==> src/rtl/weight_ram_ctrl.sv <==
// weight_ram_ctrl: controller on the reader side of the single-port weight RAM.
// It fills the RAM with LFSR-derived signed initial weights. It then streams
// address bursts out over a valid/ready channel. A 2-entry skid FIFO sits behind
// a bypass path, so a word can be offered in the same cycle that ram_q is valid.
// Optional build macro: WEIGHT_SCALE_EN applies an arithmetic >>>2 to each
// initial weight.
module weight_ram_ctrl #(
  parameter int          DATA_W = 10,
  parameter int          ADDR_W = 7,
  parameter int          DEPTH  = 128,
  parameter logic [15:0] SEED   = 16'hACE1
) (
  input  logic              Clock,
  input  logic              Rst,
  input  logic              init_start,
  input  logic              rd_start,
  input  logic [ADDR_W-1:0] rd_base,
  input  logic [ADDR_W:0]   rd_len,
  output logic              busy,
  output logic              init_done,
  output logic [ADDR_W-1:0] ram_addr,
  output logic [DATA_W-1:0] ram_d,
  output logic              ram_we,
  input  logic [DATA_W-1:0] ram_q,
  output logic              w_valid,
  input  logic              w_ready,
  output logic [DATA_W-1:0] w_data,
  output logic              w_last
);

  typedef enum logic [1:0] {S_IDLE, S_INIT, S_READ, S_DRAIN} state_t;

  function automatic logic [15:0] lfsr_next(input logic [15:0] v);
    return (v >> 1) ^ (v[0] ? 16'hB400 : 16'h0000);
  endfunction

  function automatic logic [DATA_W-1:0] weight_of(input logic [DATA_W-1:0] v);
`ifdef WEIGHT_SCALE_EN
    logic signed [DATA_W-1:0] s;
    s = v;
    return s >>> 2;
`else
    return v;
`endif
  endfunction

  state_t            state;
  logic [15:0]       lfsr;
  logic [ADDR_W:0]   rd_left;    // reads still to issue
  logic [ADDR_W:0]   out_left;   // words still to deliver
  logic              addr_vld;   // a read address is on ram_addr this cycle
  logic              q_vld;      // ram_q holds the data for an issued read
  logic [DATA_W-1:0] fifo_mem [2];
  logic              fifo_rd;
  logic              fifo_wr;
  logic [1:0]        fifo_cnt;

  logic              pop;
  logic              fifo_push;
  logic              fifo_pop;
  logic [2:0]        pipe_cnt;
  logic              can_issue;
  logic [ADDR_W-1:0] addr_inc;

  assign busy    = (state != S_IDLE);
  assign w_valid = (fifo_cnt != 2'd0) | q_vld;
  assign w_last  = w_valid & (out_left == (ADDR_W+1)'(1));
  assign pop     = w_valid & w_ready;

  // Output mux: the FIFO head when it holds data, else bypass ram_q; zero when idle.
  // NOTE: always_comb gives every output a default first, so no latch can be inferred.
  always_comb begin
    w_data = '0;
    if (fifo_cnt != 2'd0) w_data = fifo_mem[fifo_rd];
    else if (q_vld)       w_data = ram_q;
  end

  // Issue control: count words held plus reads that will land, allowing for this cycle's pop.
  always_comb begin
    fifo_pop  = pop & (fifo_cnt != 2'd0);
    fifo_push = q_vld & ~((fifo_cnt == 2'd0) & pop);
    pipe_cnt  = 3'(fifo_cnt) + 3'(q_vld) + 3'(addr_vld) - 3'(pop);
    can_issue = (pipe_cnt < 3'd2) && (rd_left != '0);
    addr_inc  = (ram_addr == ADDR_W'(DEPTH-1)) ? '0 : ram_addr + 1'b1;
  end

  // Main FSM: drives the registered RAM pins and keeps the burst counters.
  // NOTE: use non-blocking assignments in clocked blocks, so every register updates from pre-edge values.
  always_ff @(posedge Clock) begin
    if (Rst) begin
      state     <= S_IDLE;
      lfsr      <= SEED;
      init_done <= 1'b0;
      ram_we    <= 1'b0;
      ram_addr  <= '0;
      ram_d     <= '0;
      addr_vld  <= 1'b0;
      rd_left   <= '0;
      out_left  <= '0;
    end else begin
      if (pop) out_left <= out_left - 1'b1;
      case (state)
        S_IDLE: begin
          if (init_start) begin
            state     <= S_INIT;
            init_done <= 1'b0;
            ram_we    <= 1'b1;
            ram_addr  <= '0;
            ram_d     <= weight_of(SEED[DATA_W-1:0]);
            lfsr      <= lfsr_next(SEED);
          end else if (rd_start && rd_len != '0) begin
            state    <= S_READ;
            ram_addr <= rd_base;
            addr_vld <= 1'b1;
            rd_left  <= rd_len - 1'b1;
            out_left <= rd_len;
          end
        end
        S_INIT: begin
          if (ram_addr == ADDR_W'(DEPTH-1)) begin
            state     <= S_IDLE;
            ram_we    <= 1'b0;
            ram_addr  <= '0;
            ram_d     <= '0;
            init_done <= 1'b1;
          end else begin
            ram_addr <= addr_inc;
            ram_d    <= weight_of(lfsr[DATA_W-1:0]);
            lfsr     <= lfsr_next(lfsr);
          end
        end
        S_READ: begin
          if (rd_left == '0) begin
            state    <= S_DRAIN;
            ram_addr <= '0;
            addr_vld <= 1'b0;
          end else if (can_issue) begin
            ram_addr <= addr_inc;
            addr_vld <= 1'b1;
            rd_left  <= rd_left - 1'b1;
          end else begin
            addr_vld <= 1'b0;
          end
        end
        S_DRAIN: begin
          if (out_left == '0) state <= S_IDLE;
        end
        default: state <= S_IDLE;
      endcase
    end
  end

  // Read-return tracking and FIFO pointers.
  always_ff @(posedge Clock) begin
    if (Rst) begin
      q_vld    <= 1'b0;
      fifo_rd  <= 1'b0;
      fifo_wr  <= 1'b0;
      fifo_cnt <= 2'd0;
    end else begin
      q_vld <= addr_vld;
      if (fifo_push) fifo_wr <= ~fifo_wr;
      if (fifo_pop)  fifo_rd <= ~fifo_rd;
      fifo_cnt <= fifo_cnt + 2'(fifo_push) - 2'(fifo_pop);
    end
  end

  // FIFO storage.
  // NOTE: the data array is not reset, because fifo_cnt alone decides which entries are valid.
  always_ff @(posedge Clock) begin
    if (fifo_push) fifo_mem[fifo_wr] <= ram_q;
  end

endmodule

==> config.mk <==
export PLATFORM = sky130hd
export DESIGN_NAME = weight_ram_ctrl
export DESIGN_NICKNAME = d
export VERILOG_FILES = /design/src/rtl/weight_ram_ctrl.sv
export SDC_FILE = /design/constraint.sdc
export NUM_CORES = 1
export LEC_CHECK = 0
export BUFFER_PORTS_ARGS = -buffer_cell sky130_fd_sc_hd__buf_2
export CORE_MARGIN = 2
export CORE_UTILIZATION = 51
export DETAILED_ROUTE_END_ITERATION = 16
export PLACE_DENSITY = 0.8
export SYNTH_ARGS = -nofsm -noshare
export SYNTH_HDL_FRONTEND = slang
export SYNTH_SLANG_ARGS = --single-unit
==> constraint.sdc <==
create_clock -name Clock -period 3.3 [get_ports Clock]
set_input_delay 0.66 -clock Clock [delete_from_list [all_inputs] [get_ports Clock]]
set_output_delay 0.66 -clock Clock [all_outputs]
set_load 0.05 [all_outputs]
==> results of run 1 <==
[kinds of logic after synthesis]
kind of cell	after synthesis	share of synthesized area
muxes	18	0.0448
adders and majority gates	14	0.0454
buffers and inverters	40	0.0423
and+or+nand+nor	148	0.179
DFF	80	0.448
xor gates and xnor gates	18	0.0392
AOI/OAI and AO/OA	115	0.201
[final cells by class]
type / count / share of cell area
repair buffers: 71 / 0.0822
well taps: 102 / 0.0276
inverters: 20 / 0.0162
multi-input cells: 313 / 0.446
flip-flops and latches: 80 / 0.389
clock buffers: 9 / 0.0268
clock inverters: 7 / 0.0116
[synth_stat cells (5+ instances only)]
| cell type | instances |
|---|---|
| sky130_fd_sc_hd__ha_1 | 13 |
| sky130_fd_sc_hd__dfxtp_1 | 60 |
| sky130_fd_sc_hd__clkbuf_1 | 13 |
| sky130_fd_sc_hd__xor2_1 | 6 |
| sky130_fd_sc_hd__nor2_1 | 45 |
| sky130_fd_sc_hd__nand2_1 | 32 |
| sky130_fd_sc_hd__nand3_1 | 14 |
| sky130_fd_sc_hd__o21ai_0 | 19 |
| sky130_fd_sc_hd__nor2b_1 | 7 |
| sky130_fd_sc_hd__inv_1 | 20 |
| sky130_fd_sc_hd__o21ai_1 | 7 |
| sky130_fd_sc_hd__mux2i_1 | 18 |
| sky130_fd_sc_hd__nand2b_1 | 7 |
| sky130_fd_sc_hd__xnor2_1 | 12 |
| sky130_fd_sc_hd__nor3_1 | 19 |
| sky130_fd_sc_hd__a22oi_1 | 7 |
| sky130_fd_sc_hd__o32ai_1 | 6 |
| sky130_fd_sc_hd__a21oi_1 | 31 |
| sky130_fd_sc_hd__edfxtp_1 | 20 |
| sky130_fd_sc_hd__o22ai_1 | 5 |
[state kept, by name, summed over array words and instances, names as in the netlist, named ones only]
| register | cells |
|---|---|
| addr_vld | 1 |
| fifo_cnt | 2 |
| fifo_mem | 20 |
| fifo_rd | 1 |
| fifo_wr | 1 |
| init_done | 1 |
| lfsr | 16 |
| out_left | 8 |
| q_vld | 1 |
| ram_addr | 7 |
| ram_d | 10 |
| ram_we | 1 |
| rd_left | 8 |
| state | 2 |
[how the worst max path moves through the flow]
stage / end / slack [ns] / cells after the start
2_1_floorplan: rd_left[6] / 0.06 / 12
3_3_place_gp: ram_addr[0] / 0.09 / 13
3_5_place_dp: ram_addr[0] / -0.07 / 13
4_1_cts: ram_addr[0] / 0.11 / 12
5_1_grt: rd_left[6] / 0.009 / 12
6_report: rd_left[6] / 0.19 / 12
[worst max-delay path, cell delays in order (launching register included)]
cell and delay (ns):
sky130_fd_sc_hd__dfxtp_1 0.38, sky130_fd_sc_hd__o31ai_2 0.27, sky130_fd_sc_hd__inv_1 0.08, sky130_fd_sc_hd__ha_1 0.27, sky130_fd_sc_hd__inv_1 0.04, sky130_fd_sc_hd__ha_1 0.25
sky130_fd_sc_hd__a21o_1 0.19, sky130_fd_sc_hd__fa_1 0.39, sky130_fd_sc_hd__xnor2_1 0.16, sky130_fd_sc_hd__o21ai_2 0.31, sky130_fd_sc_hd__o211ai_4 0.13, sky130_fd_sc_hd__a2111o_1 0.40
sky130_fd_sc_hd__a31oi_1 0.17
[metal layers]
layer | vias up | share of wire | track usage
met5 | - | 0 | 0
met4 | 0 | 0.019 | 0.0846
met3 | 16 | 0.040 | 0.0456
met2 | 74 | 0.49 | 0.373
met1 | 1624 | 0.45 | 0.271
li1 | 1697 | - | -
[stage by stage]
stage	hold slack, ns	total power, mW	util	worst slack, ns
6_report	0.465	3.95	0.602	0.195
5_1_grt	0.488	4.21	0.602	0.00940
4_1_cts	0.463	3.91	0.598	0.114
3_5_place_dp	0.451	3.25	0.575	-0.0694
3_3_place_gp	0.441	3.20	0.575	0.0899
2_1_floorplan	0.432	2.82	-	0.0565
[power breakdown]
group	switching (mW)	internal (mW)
Combinational	1.22	0.669
Sequential	0.197	1.20
Clock	0.383	0.278
[repair_timing]
action / CTS / global route
endpoints found under the setup margin: 0 / 4
gates resized for setup: 0 / 2
buffers inserted: 0 / 2
==> Flow_metrics.wiki, run 1 <==
{| class="wikitable"
! Metric !! Value
|-
| H-tree Lvls || 3
|-
| Class of the most critical hold timing path || reg -> reg
|-
| Y dimension of the die || between 90 and 100 microns
|-
| Horiz. Die Dim || about 93 microns
|-
| Number of synthesized flops with an enable pin || 20
|-
| Cts bufs inserted || 9
|-
| Area occupied by multi-input gates || 2060 sq um
|-
| Seq. cell area || between 1500 and 2000 sq um
|-
| Dpl cell area || around 4400 sq um
|-
| Critical Path AT || 3.38 ns
|-
| Terminating pin of the worst hold path || lfsr[4]
|-
| Part of the cycle the worst path needs || 0.941
|-
| Asr flop ratio synth || 0
|-
| Most frequent cells in the layout || sky130_fd_sc_hd__buf_2 (61), sky130_fd_sc_hd__dfxtp_1 (60), sky130_fd_sc_hd__nor2_1 (45)
|-
| Average wire length per cell after detail routing || 15.2 microns
|-
| Final worst path period need || between 3 and 4 ns
|-
| Starting utilization of the core area || 0.523
|-
| Final ANT Viol Nets || 0
|-
| Post-DR vias/cell || around 5.7
|-
| Global-route wire length before repair || 15100 microns
|-
| Total die area || roughly 8600 sq um
|-
| Main area contributors after synthesis || sky130_fd_sc_hd__dfxtp_1 (30%), sky130_fd_sc_hd__edfxtp_1 (15%), sky130_fd_sc_hd__mux2i_1 (4.5%)
|-
| Startpoint of the lowest-slack hold path || lfsr[4]
|-
| Via count of the first global-routing pass || 3236
|-
| Largest net degree at the start of global routing || 53
|-
| Length in cells of the worst reg-to-reg path || 12
|-
| GR Util All Layers || 0.219
|-
| Net count after synthesis || about 480
|-
| Final instance count without filler cells || 602
|-
| Capturing point of the worst reg2reg path || rd_left[6]
|-
| Final RePlAce weighted congestion || 0.810
|-
| Count of cells along the worst hold path || 2
|-
| Worst-path clk slew || 0.08 ns
|-
| CP Launch Point || fifo_cnt[1]
|-
| Run status || completed
|-
| Max Cap Violations || 0
|-
| FILL cells || between 600 and 700
|-
| Cell count after placement || 584
|-
| Setup Skew || 0.0120 ns
|-
| CTS root buffer || sky130_fd_sc_hd__clkbuf_8
|-
| Unique masters post-synth || 63
|-
| Number of antenna cells inserted || 0
|-
| Mean instance size in the synthesized netlist || 9.29 sq um
|-
| Iteration-0 DRC count of the detailed router || 164
|-
| Setup total negative slack || 0 ns
|-
| Achievable frequency || between 300 and 400 MHz
|-
| Worst skew pair latency || 0.36 ns
|-
| Number of search-and-repair iterations in the first detailed-routing pass || 4
|-
| DRT Wirelength || 9160 microns
|-
| DRC violations left || 0
|-
| Nature of the critical path startpoint || flip-flop
|-
| Kind of end point of the critical path || flip-flop
|-
| Pin slew with the least headroom to its limit || 0.959 ns
|-
| Worst rel slew slack || 0.352
|-
| Core box area || between 7000 and 8000 sq um
|-
| FF-to-FF Start || fifo_cnt[1]
|-
| Area growth from synthesis to layout || 15.0%
|-
| CTS tree || yes
|-
| Synth Register Bits || 80
|-
| Required time of the critical path || 3.57 ns
|-
| TritonCTS Sinks || 80
|-
| Routed via count || 3411
|-
| Share of Yosys cell area claimed by the top area cell type || 0.299
|-
| Cell type with the highest aggregate area in the netlist || sky130_fd_sc_hd__dfxtp_1
|-
| Port Buf Inserts || 61
|-
| Hold-fix buffers, CTS || 0
|-
| Synth Flop Type || sky130_fd_sc_hd__dfxtp_1
|-
| Worst reg-to-reg setup slack || 0.19 ns
|-
| Placed wire-length estimate || 6450 microns
|-
| Share of cells above drive strength 1 || 0.208
|-
| Hold violation total from the final report || 0
|-
| Clock Path Buffers || 2
|-
| Finished Cell Area || 4630 sq um
|-
| Critical path fanouts, max || 5
|-
| Io pins || 62
|-
| Post-synthesis instance area || 4020 sq um
|-
| Number of placement rows || 32
|-
| Sequential share of the synthesized area || 0.448
|-
| Final Slew Violations || 0
|-
| Post-layout net count || 539
|-
| Most common library cell in the layout ignoring fill and taps || sky130_fd_sc_hd__buf_2
|-
| Setup repair after global routing missed its margin || false
|-
| Power density over the cells || around 850 nW/um^2
|-
| Grt total ovfl || 0
|-
| Type of the setup path with the least slack || reg -> reg
|-
| Total setup violations reported at the end of the flow || 0
|-
| Leak Pwr || 1.84 nW
|-
| Antenna violations before repair || 0
|-
| Number of cells produced by synthesis || about 430
|-
| Synthesis Warnings || 0
|-
| Worst vdd ir || 0.427 mV
|}
Note: power is estimated with default switching activity, not from simulation.
==> run 2: changes to the inputs <==
RECOVER_POWER = 50   (was default)
REMOVE_ABC_BUFFERS = 1   (was default)
==> run 2 against run 1 <==
  * Combinational power down 4%
  * Non-clock buffer count down 1
  * Sequential cell count stayed put
  * Global-route usage is 0.52 points lower
  * First-iteration DRC count is 21% lower
  * Critical path type unchanged
  * Die area is the same
  * Clock skew fell by 0.0029 ns
  * Cell area shrank 0.97%
==> Flow_metrics.wiki, run 2 (synthesized netlist as in run 1, its figures left out) <==
{| class="wikitable"
! Metric !! Value
|-
| Run status || completed
|-
| FILL cells || 695 (+5.0%)
|-
| Required time of the critical path || 3.58 ns (about the same)
|-
| Number of placement rows || 32 (unchanged)
|-
| Final Slew Violations || 0 (unchanged)
|-
| Largest net degree at the start of global routing || 51 (-3.8%)
|-
| Achievable frequency || 326 MHz (+1.3%)
|-
| Iteration-0 DRC count of the detailed router || 130 (-21%)
|-
| Max FFs per register || 20 (unchanged)
|-
| Most common library cell in the layout ignoring fill and taps || sky130_fd_sc_hd__dfxtp_1
|-
| Placed wire-length estimate || 6380 microns (-1.2%)
|-
| DRC violations left || 0 (unchanged)
|-
| Worst vdd ir || 0.594 mV (+39%)
|-
| Average wire length per cell after detail routing || 14.8 microns (-2.6%)
|-
| Horiz. Die Dim || 92.8 microns (unchanged)
|-
| Antenna violations before repair || 0 (unchanged)
|-
| CTS root buffer || sky130_fd_sc_hd__clkbuf_8
|-
| CTS tree || yes
|-
| Worst-path clk slew || 0.09 ns (about the same)
|-
| Part of the cycle the worst path needs || 0.929 (-0.0121)
|-
| Cts bufs inserted || 9 (unchanged)
|-
| Seq. cell area || 1800 sq um (unchanged)
|-
| Worst hold margin || 0.460 ns (-0.00518 ns)
|-
| Worst skew pair latency || 0.35 ns (about the same)
|-
| Via count of the first global-routing pass || 3197 (-1.2%)
|-
| Starting utilization of the core area || 0.523 (unchanged)
|-
| Leak Pwr || 1.74 nW (-5.6%)
|-
| Setup repair after global routing missed its margin || false
|-
| Max Cap Violations || 0 (unchanged)
|-
| Final RePlAce weighted congestion || 0.868 (+7.2%)
|-
| Routed via count || 3353 (-1.7%)
|-
| Total setup violations reported at the end of the flow || 0 (unchanged)
|-
| Power density over the cells || 867 nW/um^2 (+1.5%)
|-
| Final ANT Viol Nets || 0 (unchanged)
|-
| Critical path fanouts, max || 5 (unchanged)
|-
| GR Util All Layers || 0.213 (-0.00518)
|-
| Setup Skew || 0.00911 ns (-0.00289 ns)
|-
| Post-DR vias/cell || 5.58 (-1.5%)
|-
| Biggest registers after layout || fifo_mem x20, lfsr x16, ram_d x10
|-
| Hold violation total from the final report || 0 (unchanged)
|-
| Critical Path AT || 3.34 ns (-0.04 ns)
|-
| Core box area || 7690 sq um (unchanged)
|-
| Setup bufs post-CTS || 0 (unchanged)
|-
| Final worst setup slack || 0.235 ns (+0.0400 ns)
|-
| Global-route wire length before repair || 14800 microns (-1.6%)
|-
| Io pins || 62 (unchanged)
|-
| H-tree Lvls || 3 (unchanged)
|-
| Area growth from synthesis to layout || 13.9%
|-
| Y dimension of the die || 92.8 microns (unchanged)
|-
| Worst rel slew slack || 0.356 (+0.00383)
|-
| Fin util || 0.596 (-0.00586)
|-
| Most frequent cells in the layout || sky130_fd_sc_hd__dfxtp_1 (60), sky130_fd_sc_hd__nor2_1 (45), sky130_fd_sc_hd__nand2_1 (32), sky130_fd_sc_hd__clkbuf_1 (32)
|-
| TritonCTS Sinks || 80 (unchanged)
|-
| Post-layout net count || 538 (-0.19%)
|-
| Number of search-and-repair iterations in the first detailed-routing pass || 4 (unchanged)
|-
| Number of antenna cells inserted || 0 (unchanged)
|-
| Post-Place Setup Slack || 0.0178 ns (+0.0872 ns)
|-
| Port Buf Inserts || 61 (unchanged)
|-
| Class of the most critical hold timing path || reg -> reg
|-
| Grt total ovfl || 0 (unchanged)
|-
| Type of the setup path with the least slack || reg -> reg
|-
| Final worst path period need || 3.07 ns (-0.0400 ns)
|-
| Kind of end point of the critical path || flip-flop
|-
| Largest register by flop count || fifo_mem
|-
| Total die area || 8620 sq um (unchanged)
|-
| Nature of the critical path startpoint || flip-flop
|-
| Share of cells above drive strength 1 || 0.136 (-0.0717)
|-
| Clock Path Buffers || 2 (unchanged)
|-
| Pin slew with the least headroom to its limit || 0.959 ns (-0.00000525 ns)
|-
| DRT Wirelength || 8900 microns (-2.8%)
|-
| Area occupied by multi-input gates || 2030 sq um (-1.5%)
|}
-- run 2: changes by cell type in the layout (fill, tap and decap cells not counted), sizes merged --
| cell | change |
|---|---|
| clkbuf | +33 |
| buf | -31 |
| clkinvlp | -2 |
| inv | -2 |
| bufinv | +1 |
-- run 2: path summary, 6_finish.rpt --
check	from	to	slack [ns]	cells past startpoint
setup / recovery	fifo_cnt[1]	rd_left[6]	0.23	12
hold / removal	lfsr[3]	lfsr[3]	0.46	2
setup reg to reg	fifo_cnt[1]	rd_left[6]	0.23	12
hold reg to reg	lfsr[3]	lfsr[3]	0.46	2
-- run 2: final cells by class --
cell class | count | area share
timing repair buffer | 70 | 0.0732
multi-input combinational | 313 | 0.444
clock inverter | 4 | 0.0115
sequential | 80 | 0.393
tap | 102 | 0.0279
inverter | 20 | 0.0164
clock buffer | 12 | 0.0341
-- run 2: through the flow --
| stage | power [mW] | TNS, ns | instance area [sq um] | instances |
|---|---|---|---|---|
| final | 3.97 | 0 | 4580 | 601 |
| after global routing | 4.22 | 0 | 4580 | 601 |
| after CTS | 4.00 | 0 | 4640 | 601 |
| after detailed placement | 3.24 | 0 | 4430 | 585 |
| after global placement | 3.18 | 0 | 4430 | 585 |
| after floorplan | 2.77 | -0.0425 | 3930 | 413 |
-- run 2: power by group --
part           total (mW)  switching (mW)  internal, mW
Combinational        1.81            1.19         0.624
Sequential           1.40           0.194          1.20
Clock               0.760           0.362         0.398
-- run 2: repair_timing --
action | CTS | global route
setup endpoints to repair | 0 | 2
endpoints found under the hold margin | 0 | 0
hold buffers | 0 | 0
gates resized for setup | 0 | 1
-- run 2: worst max-delay path, stage by stage (launching register included) --
cell and delay, ns:
sky130_fd_sc_hd__dfxtp_1 0.37, sky130_fd_sc_hd__o31ai_2 0.29, sky130_fd_sc_hd__inv_1 0.08, sky130_fd_sc_hd__ha_1 0.27, sky130_fd_sc_hd__inv_1 0.04, sky130_fd_sc_hd__ha_1 0.25, sky130_fd_sc_hd__a21o_1 0.19, sky130_fd_sc_hd__fa_1 0.37
sky130_fd_sc_hd__xnor2_1 0.15, sky130_fd_sc_hd__o21ai_2 0.29, sky130_fd_sc_hd__o211ai_4 0.13, sky130_fd_sc_hd__a2111o_1 0.39, sky130_fd_sc_hd__a31oi_1 0.18
-- run 2: routing by layer --
metal | track usage | part of all wire
met3 | 0.0366 | 0.049
met5 | 0 | 0
met1 | 0.284 | 0.45
met4 | 0.0784 | 0.011
met2 | 0.348 | 0.49
